==> src/rtl/fir_alu_seq.sv <==
// fir_alu_seq: tap sequencer driving a shared pipelined 16x16 ALU for an FIR.
// Optional macro FIR_SAT_EN: saturate out_data to the signed 32-bit range.
module fir_alu_seq #(
    parameter int TAPS    = 8,
    parameter int ALU_LAT = 2,
    parameter int ACC_W   = 40,
    localparam int AW     = (TAPS > 1) ? $clog2(TAPS) : 1
) (
    input  logic          clk,
    input  logic          rst,
    input  logic          coef_we,
    input  logic [AW-1:0] coef_addr,
    input  logic [15:0]   coef_wdata,
    input  logic          in_valid,
    output logic          in_ready,
    input  logic [15:0]   in_data,
    output logic [15:0]   alu_a,
    output logic [15:0]   alu_b,
    output logic [1:0]    alu_op_sel,
    input  logic [31:0]   alu_result,
    output logic          out_valid,
    input  logic          out_ready,
    output logic [31:0]   out_data,
    output logic          busy
);

    typedef enum logic [1:0] {IDLE, ISSUE, DRAIN, OUTPUT} state_t;

    state_t             state_q, state_d;
    logic [15:0]        x_q [TAPS];
    logic [15:0]        x_d [TAPS];
    logic [15:0]        coef_q [TAPS];
    logic [15:0]        coef_d [TAPS];
    logic [ACC_W-1:0]   acc_q, acc_d;
    logic [AW-1:0]      cnt_q, cnt_d;
    logic [ALU_LAT-1:0] tag_q, tag_d;
    logic [15:0]        alu_a_q, alu_a_d;
    logic [15:0]        alu_b_q, alu_b_d;
    logic [1:0]         alu_op_q, alu_op_d;
    logic               out_valid_q, out_valid_d;
    logic [31:0]        out_data_q, out_data_d;
    logic               in_ready_q, in_ready_d;
    logic               busy_q, busy_d;
    logic [31:0]        acc_fmt;
    logic               issue_d;

    always_comb begin
        state_d = state_q;
        x_d     = x_q;
        coef_d  = coef_q;
        acc_d   = acc_q;
        cnt_d   = cnt_q;
        // A tag leaves the pipe exactly when its product arrives.
        tag_d   = ALU_LAT'({tag_q, state_q == ISSUE});
        if (tag_q[ALU_LAT-1]) begin
            acc_d = acc_q + {{(ACC_W-32){alu_result[31]}}, alu_result};
        end
        if (state_q == IDLE && coef_we && int'(coef_addr) < TAPS) begin
            coef_d[coef_addr] = coef_wdata;
        end
        unique case (state_q)
            IDLE: begin
                if (in_valid) begin
                    x_d[0] = in_data;
                    for (int k = 1; k < TAPS; k++) begin
                        x_d[k] = x_q[k-1];
                    end
                    acc_d   = '0;
                    cnt_d   = '0;
                    state_d = ISSUE;
                end
            end
            ISSUE: begin
                if (cnt_q == AW'(TAPS - 1)) begin
                    state_d = DRAIN;
                end else begin
                    cnt_d = cnt_q + 1'b1;
                end
            end
            DRAIN: begin
                if (tag_d == '0) begin
                    state_d = OUTPUT;
                end
            end
            OUTPUT: begin
                if (out_ready) begin
                    state_d = IDLE;
                end
            end
            default: state_d = IDLE;
        endcase
    end

    always_comb begin
`ifdef FIR_SAT_EN
        if ((&acc_d[ACC_W-1:31]) || (~|acc_d[ACC_W-1:31])) begin
            acc_fmt = acc_d[31:0];
        end else if (acc_d[ACC_W-1]) begin
            acc_fmt = 32'h8000_0000;
        end else begin
            acc_fmt = 32'h7FFF_FFFF;
        end
`else
        acc_fmt = acc_d[31:0];
`endif
    end

    // Outputs are registered from the next-state values.
    always_comb begin
        issue_d     = (state_d == ISSUE);
        alu_a_d     = issue_d ? x_d[cnt_d] : '0;
        alu_b_d     = issue_d ? coef_d[cnt_d] : '0;
        alu_op_d    = issue_d ? 2'b01 : 2'b00;
        out_valid_d = (state_d == OUTPUT);
        in_ready_d  = (state_d == IDLE);
        busy_d      = (state_d != IDLE);
        out_data_d  = out_data_q;
        if (state_q == DRAIN && state_d == OUTPUT) begin
            out_data_d = acc_fmt;
        end
    end

    always_ff @(posedge clk or negedge rst) begin
        if (!rst) begin
            state_q     <= IDLE;
            x_q         <= '{default: '0};
            coef_q      <= '{default: '0};
            acc_q       <= '0;
            cnt_q       <= '0;
            tag_q       <= '0;
            alu_a_q     <= '0;
            alu_b_q     <= '0;
            alu_op_q    <= 2'b00;
            out_valid_q <= 1'b0;
            out_data_q  <= '0;
            in_ready_q  <= 1'b1;
            busy_q      <= 1'b0;
        end else begin
            state_q     <= state_d;
            x_q         <= x_d;
            coef_q      <= coef_d;
            acc_q       <= acc_d;
            cnt_q       <= cnt_d;
            tag_q       <= tag_d;
            alu_a_q     <= alu_a_d;
            alu_b_q     <= alu_b_d;
            alu_op_q    <= alu_op_d;
            out_valid_q <= out_valid_d;
            out_data_q  <= out_data_d;
            in_ready_q  <= in_ready_d;
            busy_q      <= busy_d;
        end
    end

    assign alu_a      = alu_a_q;
    assign alu_b      = alu_b_q;
    assign alu_op_sel = alu_op_q;
    assign out_valid  = out_valid_q;
    assign out_data   = out_data_q;
    assign in_ready   = in_ready_q;
    assign busy       = busy_q;

endmodule

==> config.mk <==
export PLATFORM = sky130hd
export DESIGN_NAME = fir_alu_seq
export DESIGN_NICKNAME = d
export VERILOG_FILES = /design/src/rtl/fir_alu_seq.sv
export SDC_FILE = /design/constraint.sdc
export NUM_CORES = 1
export LEC_CHECK = 0
export ABC_AREA = 1
export CAP_MARGIN = 20
export CORE_MARGIN = 8
export CORE_UTILIZATION = 45
export CTS_CLUSTER_SIZE = 10
export DETAILED_ROUTE_END_ITERATION = 8
export PLACE_DENSITY = 0.7
export SLEW_MARGIN = 20
export SYNTH_ARGS = -nofsm -noshare
export SYNTH_HDL_FRONTEND = slang
export SYNTH_SLANG_ARGS = --single-unit
==> constraint.sdc <==
create_clock -name clk -period 4.4 [get_ports clk]
set_input_delay 1.32 -clock clk [delete_from_list [all_inputs] [get_ports clk]]
set_output_delay 1.32 -clock clk [all_outputs]
set_load 0.005 [all_outputs]
==> results.cfg, run 1 <==
[synthesis]
synth_fa_ha_area_share_pct = 2.22
synthArstFlopShare_pct = 100
synth_top_area_share_pct = 47.8
yosys-top-cells-count = nand2_1, dfrtp_1, inv_1, o21ai_0, nand3_1
syn_area_per_cell_sq_um = 7.48
yosys.area_share.xor_xnor_pct = 0.416
synth_area_leaders = dfrtp_1, nand2_1, inv_1, o21ai_0, nand3_1
synth-seq-cells = 363
syn_inst = 2536
synth_edf_count = 0
yosys_most_used_dff = dfrtp_1
yosys.area.top_type = dfrtp_1
synth_mux_area_share_pct = 0
syn_nets = 2641
synth_compound_area_share_pct = 13.2
synth-warning-count = 0
syn-cell-area_sq_um = 19000
synthSimpleGateAreaFrac_pct = 25.5
synthMostInstantiatedCell = nand2_1
ys_types = 40
ys_seq_area_share_pct = 47.9
synth_top_family_by_area = simple AND/OR/NAND/NOR gates

[sta]
tightest_slew_ps = 844
timing.final.crit_share_pct = 70.0
rsz0062_at_grt = false
fin_crit_ps = 3080
setup_violations = 0
hold_violations = 0
clock_skew_ps = 39.5
fmax_mhz = 325
drv_slew = 0
slew_headroom_pct = 43.6
fin_setup_tns_ps = 0

[worst_hold_path]
hold_path_class = reg -> reg
hold_depth = 0

[cells_and_area]
areaGrowthSynthToFinish_pct = 16.3
seq_area_sq_um = 9090
final_nets = 2721
n_antenna_cell = 0
design_area_sq_um = 22000
multiInputGateArea_sq_um = 7860
drive_above_1_share_pct = 4.56
finalNonFillerCells = 3170
fillers = 3937

[critical_path]
reg2reg_slack_ps = 1680
r2r_start = state_q[1]
critPathMaxFanout = 205
r2r_cells = 12
cpPeakStageDelay_ps = 520
critical_path_required_ps = 4920
startpoint = in_valid
r2r_end = alu_b[0]
worst_path_max_delay_cell = clkdlybuf4s50_1
cp_top_family = buffers and inverters
cp-end-kind = flop
critical_path.endpoint = alu_a[8]
crit_type = in -> reg
path_buf_inv = 2
arrival_ps = 3600
worstSetupStartpointType = input port
cp_cell_sequence = clkdlybuf4s50_1 -> nand2_8 -> buf_12 -> o21ai_0 -> a21oi_1 -> o21ai_1 -> nand3_1 -> nand2_1 -> nor2_1
cp_num_cells = 9

[clock_network]
cts.path.max_buffers = 3
clkTransAtPathRegs_ps = 50
cts.htree.levels = 2
cts-root-buf = clkbuf_16
cts_resized = 0
post-cts-setup-buffers = 0
numCtsBuffers = 44
numClockSinks = 363
cts_tree = yes
insertion_delay_ps = 590
cts_hold_buf = 0

[status]
status = finished, final reports clean

[die]
start_util_pct = 45.4
coreArea_sq_um = 41800
fp-row-count = 75
die_w_microns = 221
boundaryPins = 141
dieArea_sq_um = 49000
fp.dieH_microns = 221

[placed_design]
gp_congestion = 0.915
hpwl_mm = 32.7
dpl_cell_area_sq_um = 20700
portBuffers = 139
dp.cells = 3109

[route]
routed.top_layer = met5
drt_iter0_markers = 1286
vias = 16300
wl_per_cell_microns = 15.8
routed_wl_mm = 50.0
wl_met1_mm = 23.0
drc = 0
routed_via_density = 5.14
met3_wirelength_mm = 3.07
dr_wl_met2_mm = 22.8
ant_nets = 0
first_pass_iters = 8

[grt]
gr-usage-all-layers_pct = 20.5
overflow = 0
grt_pass1_vias = 16200
grt_pass1_wl_mm = 83.8
antenna_found_initial = 1
grt_max_degree = 206

[power_and_ir_drop]
power_switching_mw = 8.41
power_frac_seq_pct = 30.0
swShare_pct = 44.3
ir_worst_vdd_v = 0.000777
intPower_mw = 10.6
p_leak_nw = 11.4
p_comb_share_pct = 52.2
p_per_area_nw_per_um2 = 862
p_clk_share_pct = 17.8

[flow_run]
max_cap_viol_count = 0
-- layer usage --
layer | global-route usage (%) | up-vias
li1 | - | 8115
met1 | 27.6 | 7671
met2 | 33.2 | 417
met3 | 4.03 | 78
met4 | 6.44 | 2
met5 | 0 | -
-- cells by family after synthesis --
logic type,after synthesis
adder cells (fa/ha/maj),33
AO/OA/AOI/OAI,444
other,1
buffers and inverters,491
AND/OR/NAND/NOR,1195
XOR/XNOR,9
flip-flops,363
-- cell usage in the layout (no fill, tap or decap), types with 30 or more instances in the layout --
cell type / count
nand2_1: 881
dfrtp_1: 361
inv_1: 345
o21ai_0: 250
nand3_1: 154
clkdlybuf4s50_1: 138
nor2_1: 125
a21oi_1: 71
o211ai_1: 62
clkbuf_16: 44
ha_1: 32
o21a_1: 30
-- worst min path at each step --
stage	from	endpoint	slack [ps]
floorplan	tag_q[0]	tag_q[1]	370
global placement	tag_q[0]	tag_q[1]	380
detailed placement	tag_q[0]	tag_q[1]	390
CTS	tag_q[0]	tag_q[1]	430
global route	tag_q[0]	tag_q[1]	440
finish	tag_q[0]	tag_q[1]	420
-- power by group through the flow --
stage	registers [mW]	clock network, mW	logic (mW)
after global routing	5.87	3.56	11.3
after global placement	5.69	0	9.67
after detailed placement	5.74	0	9.89
after CTS	5.71	3.45	9.95
after floorplan	5.45	0	7.22
final	5.71	3.38	9.91
-- area by class of cell --
cell class                 instances  share of cell area [%]
clock buffer                      55                    5.32
sequential                       363                    41.2
timing repair buffer             174                    8.21
tap                              539                    3.06
clock inverter                     6                   0.573
inverter                         351                    5.98
multi-input combinational       1682                    35.6
-- stage by stage --
stage	hold slack, ps	power, mW	setup WS, ps	util [%]
floorplan	373	12.7	1580	-
global placement	378	15.4	842	49.7
detailed placement	387	15.6	790	49.7
CTS	429	19.1	1370	52.8
global route	444	20.8	1090	52.8
finish	421	19.0	1320	52.8
-- registers in the layout (all words and copies together) (netlist names) --
| signal | count |
|---|---|
| alu_op_sel | 1 |
| acc_q | 32 |
| in_ready | 1 |
| out_data | 32 |
| out_valid | 1 |
| busy | 1 |
| cnt_q | 3 |
| tag_q | 2 |
| coef_q | 128 |
| state_q | 2 |
| x_q | 128 |
| alu_b | 16 |
| alu_a | 16 |
Power figures use the tool's default switching activity.
==> inputs of run 2 (changes only) <==
==> constraint.sdc (replaced) <==
create_clock -name clk -period 3.16 [get_ports clk]
set_input_delay 0.948 -clock clk [delete_from_list [all_inputs] [get_ports clk]]
set_output_delay 0.948 -clock clk [all_outputs]
set_load 0.005 [all_outputs]
==> run 2 against run 1 <==
Flip-flop and latch count unchanged; count of clock-buffer cells in the layout is 3 higher; highest routed layer unchanged; critical path depth is 4 higher; die area did not move; sequential share of layout area decreased by 0.85 points; worst hold slack worse by 130 ps; sequential power increased by 38%; critical path type unchanged.
==> results.cfg, run 2 (synthesis results as in run 1) <==
[sta]
rsz0062_at_grt = false
slew_headroom_pct = 44.4
clock_skew_ps = 35.4
setup_violations = 0
hold_violations = 0
fmax_mhz = 389
fin_crit_ps = 2570
tightest_slew_ps = 834
drv_slew = 0
timing.final.crit_share_pct = 81.4

[grt]
antenna_found_initial = 1
grt_pass1_wl_mm = 85.1
grt_max_degree = 79
grt_pass1_vias = 16500
overflow = 0
gr-usage-all-layers_pct = 20.9

[die]
dieArea_sq_um = 49000
start_util_pct = 45.4
coreArea_sq_um = 41800
fp.dieH_microns = 221
die_w_microns = 221
boundaryPins = 141
fp-row-count = 75

[critical_path]
r2r_cells = 13
critPathMaxFanout = 5
crit_type = in -> reg
path_common_cell = nand3_1
cp_cell_sequence = clkdlybuf4s50_1 -> ha_1 -> fa_1 -> nand3_1 -> nand3_1 -> nand3_1 -> nand3_1 -> nand2_1 -> nand2_1 -> nand2_1 -> nand3_1 -> nand3_1 -> nand2_1
critical_path_required_ps = 3620
cpPeakStageDelay_ps = 450
r2r_end = alu_b[3]
cp-end-kind = flop
path_buf_inv = 1
cp_top_family = simple AND/OR/NAND/NOR gates
r2r_start = state_q[1]
worst_path_max_delay_cell = clkdlybuf4s50_1
startpoint = alu_result[0]
arrival_ps = 3040
reg2reg_slack_ps = 800
worstSetupStartpointType = input port

[cells_and_area]
final_nets = 2755
design_area_sq_um = 22500
areaGrowthSynthToFinish_pct = 18.7
finalNonFillerCells = 3206
layout_common_cells = nand2_1, dfrtp_1, inv_1, o21ai_0, nand3_1
top_regs = coef_q x128, x_q x128
drive_above_1_share_pct = 5.85
layout_commonest_cell = nand2_1
n_antenna_cell = 0

[route]
routed_via_density = 5.13
routed_wl_mm = 50.9
drt_iter0_markers = 1359
drc = 0
wl_per_cell_microns = 15.9
first_pass_iters = 6
vias = 16500
ant_nets = 0

[clock_network]
cts_tree = yes
post-cts-setup-buffers = 0
insertion_delay_ps = 570
cts.htree.levels = 2
cts-root-buf = clkbuf_16
cts.path.max_buffers = 3
cts_resized = 0
numClockSinks = 363
numCtsBuffers = 44
cts_hold_buf = 0
clkTransAtPathRegs_ps = 60

[flow_run]
max_cap_viol_count = 0

[placed_design]
gp_congestion = 0.896
hpwl_mm = 33.8
dp.cells = 3143
dpl_cell_area_sq_um = 21200
portBuffers = 139

[power_and_ir_drop]
p_leak_nw = 11.7
ir_worst_vdd_v = 0.00122
p_per_area_nw_per_um2 = 1200

[status]
status = finished, final reports clean

[worst_hold_path]
hold_path_class = in -> async
run 2: cell types whose count changed in the layout (fill, tap and decap cells not counted), sizes merged:
cell	before	now
clkinvlp	1	0
clkbuf	55	58
inv	352	350
buf	36	70
clkinv	2	4
run 2: stage by stage:
step	setup WS (ps)	utilization [%]	total power, mW	setup TNS, ps	hold slack [ps]
5_1_grt	447	53.9	29.6	0	297
3_3_place_gp	-8.66	50.7	22.0	-8.66	379
2_1_floorplan	712	-	17.6	0	373
4_1_cts	588	53.9	27.2	0	276
6_report	587	53.9	27.0	0	289
3_5_place_dp	6.85	50.7	22.3	0	383
run 2: where the power goes:
| group | total (mW) | internal [mW] | leakage, nW | switching (mW) |
|---|---|---|---|---|
| combinational | 14.4 | 5.43 | 6.72 | 8.92 |
| sequential | 7.90 | 6.90 | 4.30 | 1.01 |
| clock | 4.77 | 2.86 | 0.648 | 1.91 |
run 2: layout make-up:
cell class                 instances  area, sq um
sequential                       363         9090
clock buffer                      58         1240
tap                              539          674
clock inverter                     5         90.1
multi-input combinational       1682         7860
fill                            3821        19300
timing repair buffer             208         2240
inverter                         351         1320
run 2: metal layers:
metal / share of wire (%) / track usage (%)
met3: 6.1 / 3.95
met2: 46 / 34.3
met1: 46 / 28.2
met5: 0.018 / 0
met4: 2.3 / 5.88
run 2: worst max path at each step:
stage          depth (start not counted)            to
6_report                              13  out_data[28]
5_1_grt                               13  out_data[28]
4_1_cts                                1      in_ready
3_3_place_gp                          13  out_data[28]
3_5_place_dp                          13  out_data[28]
2_1_floorplan                         12  out_data[20]
==> inputs of run 3 (changes only) <==
==> constraint.sdc (replaced) <==
create_clock -name clk -period 2.6 [get_ports clk]
set_input_delay 0.78 -clock clk [delete_from_list [all_inputs] [get_ports clk]]
set_output_delay 0.78 -clock clk [all_outputs]
set_load 0.005 [all_outputs]
==> run 3 against run 2 <==
Sequential power is 21% higher; worst setup slack worse by 360 ps; global-route usage is 0.56 points higher; cell area is 4.4% higher; combinational power is 37% higher; via count is 3.2% higher; sequential share of layout area is 1.7 points lower; core utilization is 2.4 points higher; cell count is 3.9% higher; first-iteration DRC count is 5.9% higher.
==> results.cfg, run 3 (synthesis results as in run 1) <==
[status]
status = finished, final reports clean

[die]
die_w_microns = 221
dieArea_sq_um = 49000
fp.dieH_microns = 221
fp-row-count = 75
start_util_pct = 45.4
coreArea_sq_um = 41800
boundaryPins = 141

[clock_network]
cts-root-buf = clkbuf_16
cts_tree = yes
cts_resized = 0
insertion_delay_ps = 570
numCtsBuffers = 44
numClockSinks = 363
cts_hold_buf = 0
cts.path.max_buffers = 3
post-cts-setup-buffers = 0
clkTransAtPathRegs_ps = 60
cts.htree.levels = 2

[power_and_ir_drop]
ir_worst_vdd_v = 0.000894
p_per_area_nw_per_um2 = 1480
p_leak_nw = 12.3
power_mw = 34.6

[grt]
grt_max_degree = 104
grt_pass1_wl_mm = 87.0
gr-usage-all-layers_pct = 21.5
overflow = 0
grt_pass1_vias = 16900
antenna_found_initial = 1

[sta]
slew_headroom_pct = 61.2
timing.final.crit_share_pct = 91.4
hold_violations = 0
fmax_mhz = 421
drv_slew = 0
fin_crit_ps = 2380
setup_violations = 0
clock_skew_ps = 31.1
hold_slack_ps = 61.2
rsz0062_at_grt = false
tightest_slew_ps = 583

[critical_path]
cpPeakStageDelay_ps = 450
critPathMaxFanout = 5
critical_path_required_ps = 3070
cp_top_family = simple AND/OR/NAND/NOR gates
worst_path_max_delay_cell = clkdlybuf4s50_1
r2r_end = alu_b[5]
cp_cell_sequence = clkdlybuf4s50_1 -> ha_1 -> fa_2 -> nand3_1 -> nand3_1 -> nand3_1 -> nand3_2 -> nand3_1 -> nand2_1 -> nand2_1 -> nand3_1 -> nand3_1 -> nand2_1
crit_type = in -> reg
startpoint = alu_result[0]
reg2reg_slack_ps = 230
cp_num_cells = 13
r2r_start = state_q[1]
arrival_ps = 2840
worstSetupStartpointType = input port
critical_path.endpoint = out_data[20]
path_common_cell = nand3_1
r2r_cells = 13
path_buf_inv = 1
cp-end-kind = flop

[route]
drc = 0
first_pass_iters = 6
routed_via_density = 5.10
vias = 17000
drt_iter0_markers = 1439
routed_wl_mm = 52.9
wl_per_cell_microns = 15.9
ant_nets = 0

[placed_design]
gp_congestion = 0.891
dp.cells = 3268
portBuffers = 139
hpwl_mm = 36.7

[worst_hold_path]
hold_path_class = in -> async

[cells_and_area]
layout_common_cells = nand2_1, dfrtp_1, inv_1, o21ai_0, buf_4
final_nets = 2880
areaGrowthSynthToFinish_pct = 23.9
drive_above_1_share_pct = 10.0
post-route-util_pct = 56.2
top_regs = coef_q x128, x_q x128
n_antenna_cell = 0
layout_commonest_cell = nand2_1
finalNonFillerCells = 3330

[flow_run]
max_cap_viol_count = 0
==> run 3: cell type report <==
cell class / count / area (sq um)
fill: 3749 / 18300
inverter: 351 / 1320
sequential: 363 / 9090
clock inverter: 6 / 72.6
tap: 539 / 674
clock buffer: 56 / 1170
timing repair buffer: 333 / 3300
multi-input combinational: 1682 / 7860
==> run 3: layer usage <==
metal,GRT usage (%),part of all wire [%]
met5,0,0.015
met3,4.38,6.6
met1,29.1,45
met4,5.90,1.8
met2,34.8,46
==> run 3: worst min path at each step <==
stage                     end  slack [ps]  cells after the start
floorplan            tag_q[1]         370                      0
global placement     tag_q[1]         390                      0
detailed placement   tag_q[1]         400                      0
CTS                 acc_q[15]          40                      1
global route         acc_q[2]          60                      1
finish               acc_q[2]          60                      1
==> run 3: power breakdown <==
group          internal [mW]  switching [mW]  total (mW)
logic                   8.20            11.5        19.7
registers               8.39            1.14        9.52
clock network           3.13            2.31        5.44
==> run 3: per-stage QoR <==
stage	setup TNS (ps)	cell area, sq um	setup slack [ps]
6_report	0	23500	225
5_1_grt	0	23500	56.2
4_1_cts	0	23500	156
3_5_place_dp	-19170	22200	-423
3_3_place_gp	-17130	22200	-375
2_1_floorplan	0	19000	320
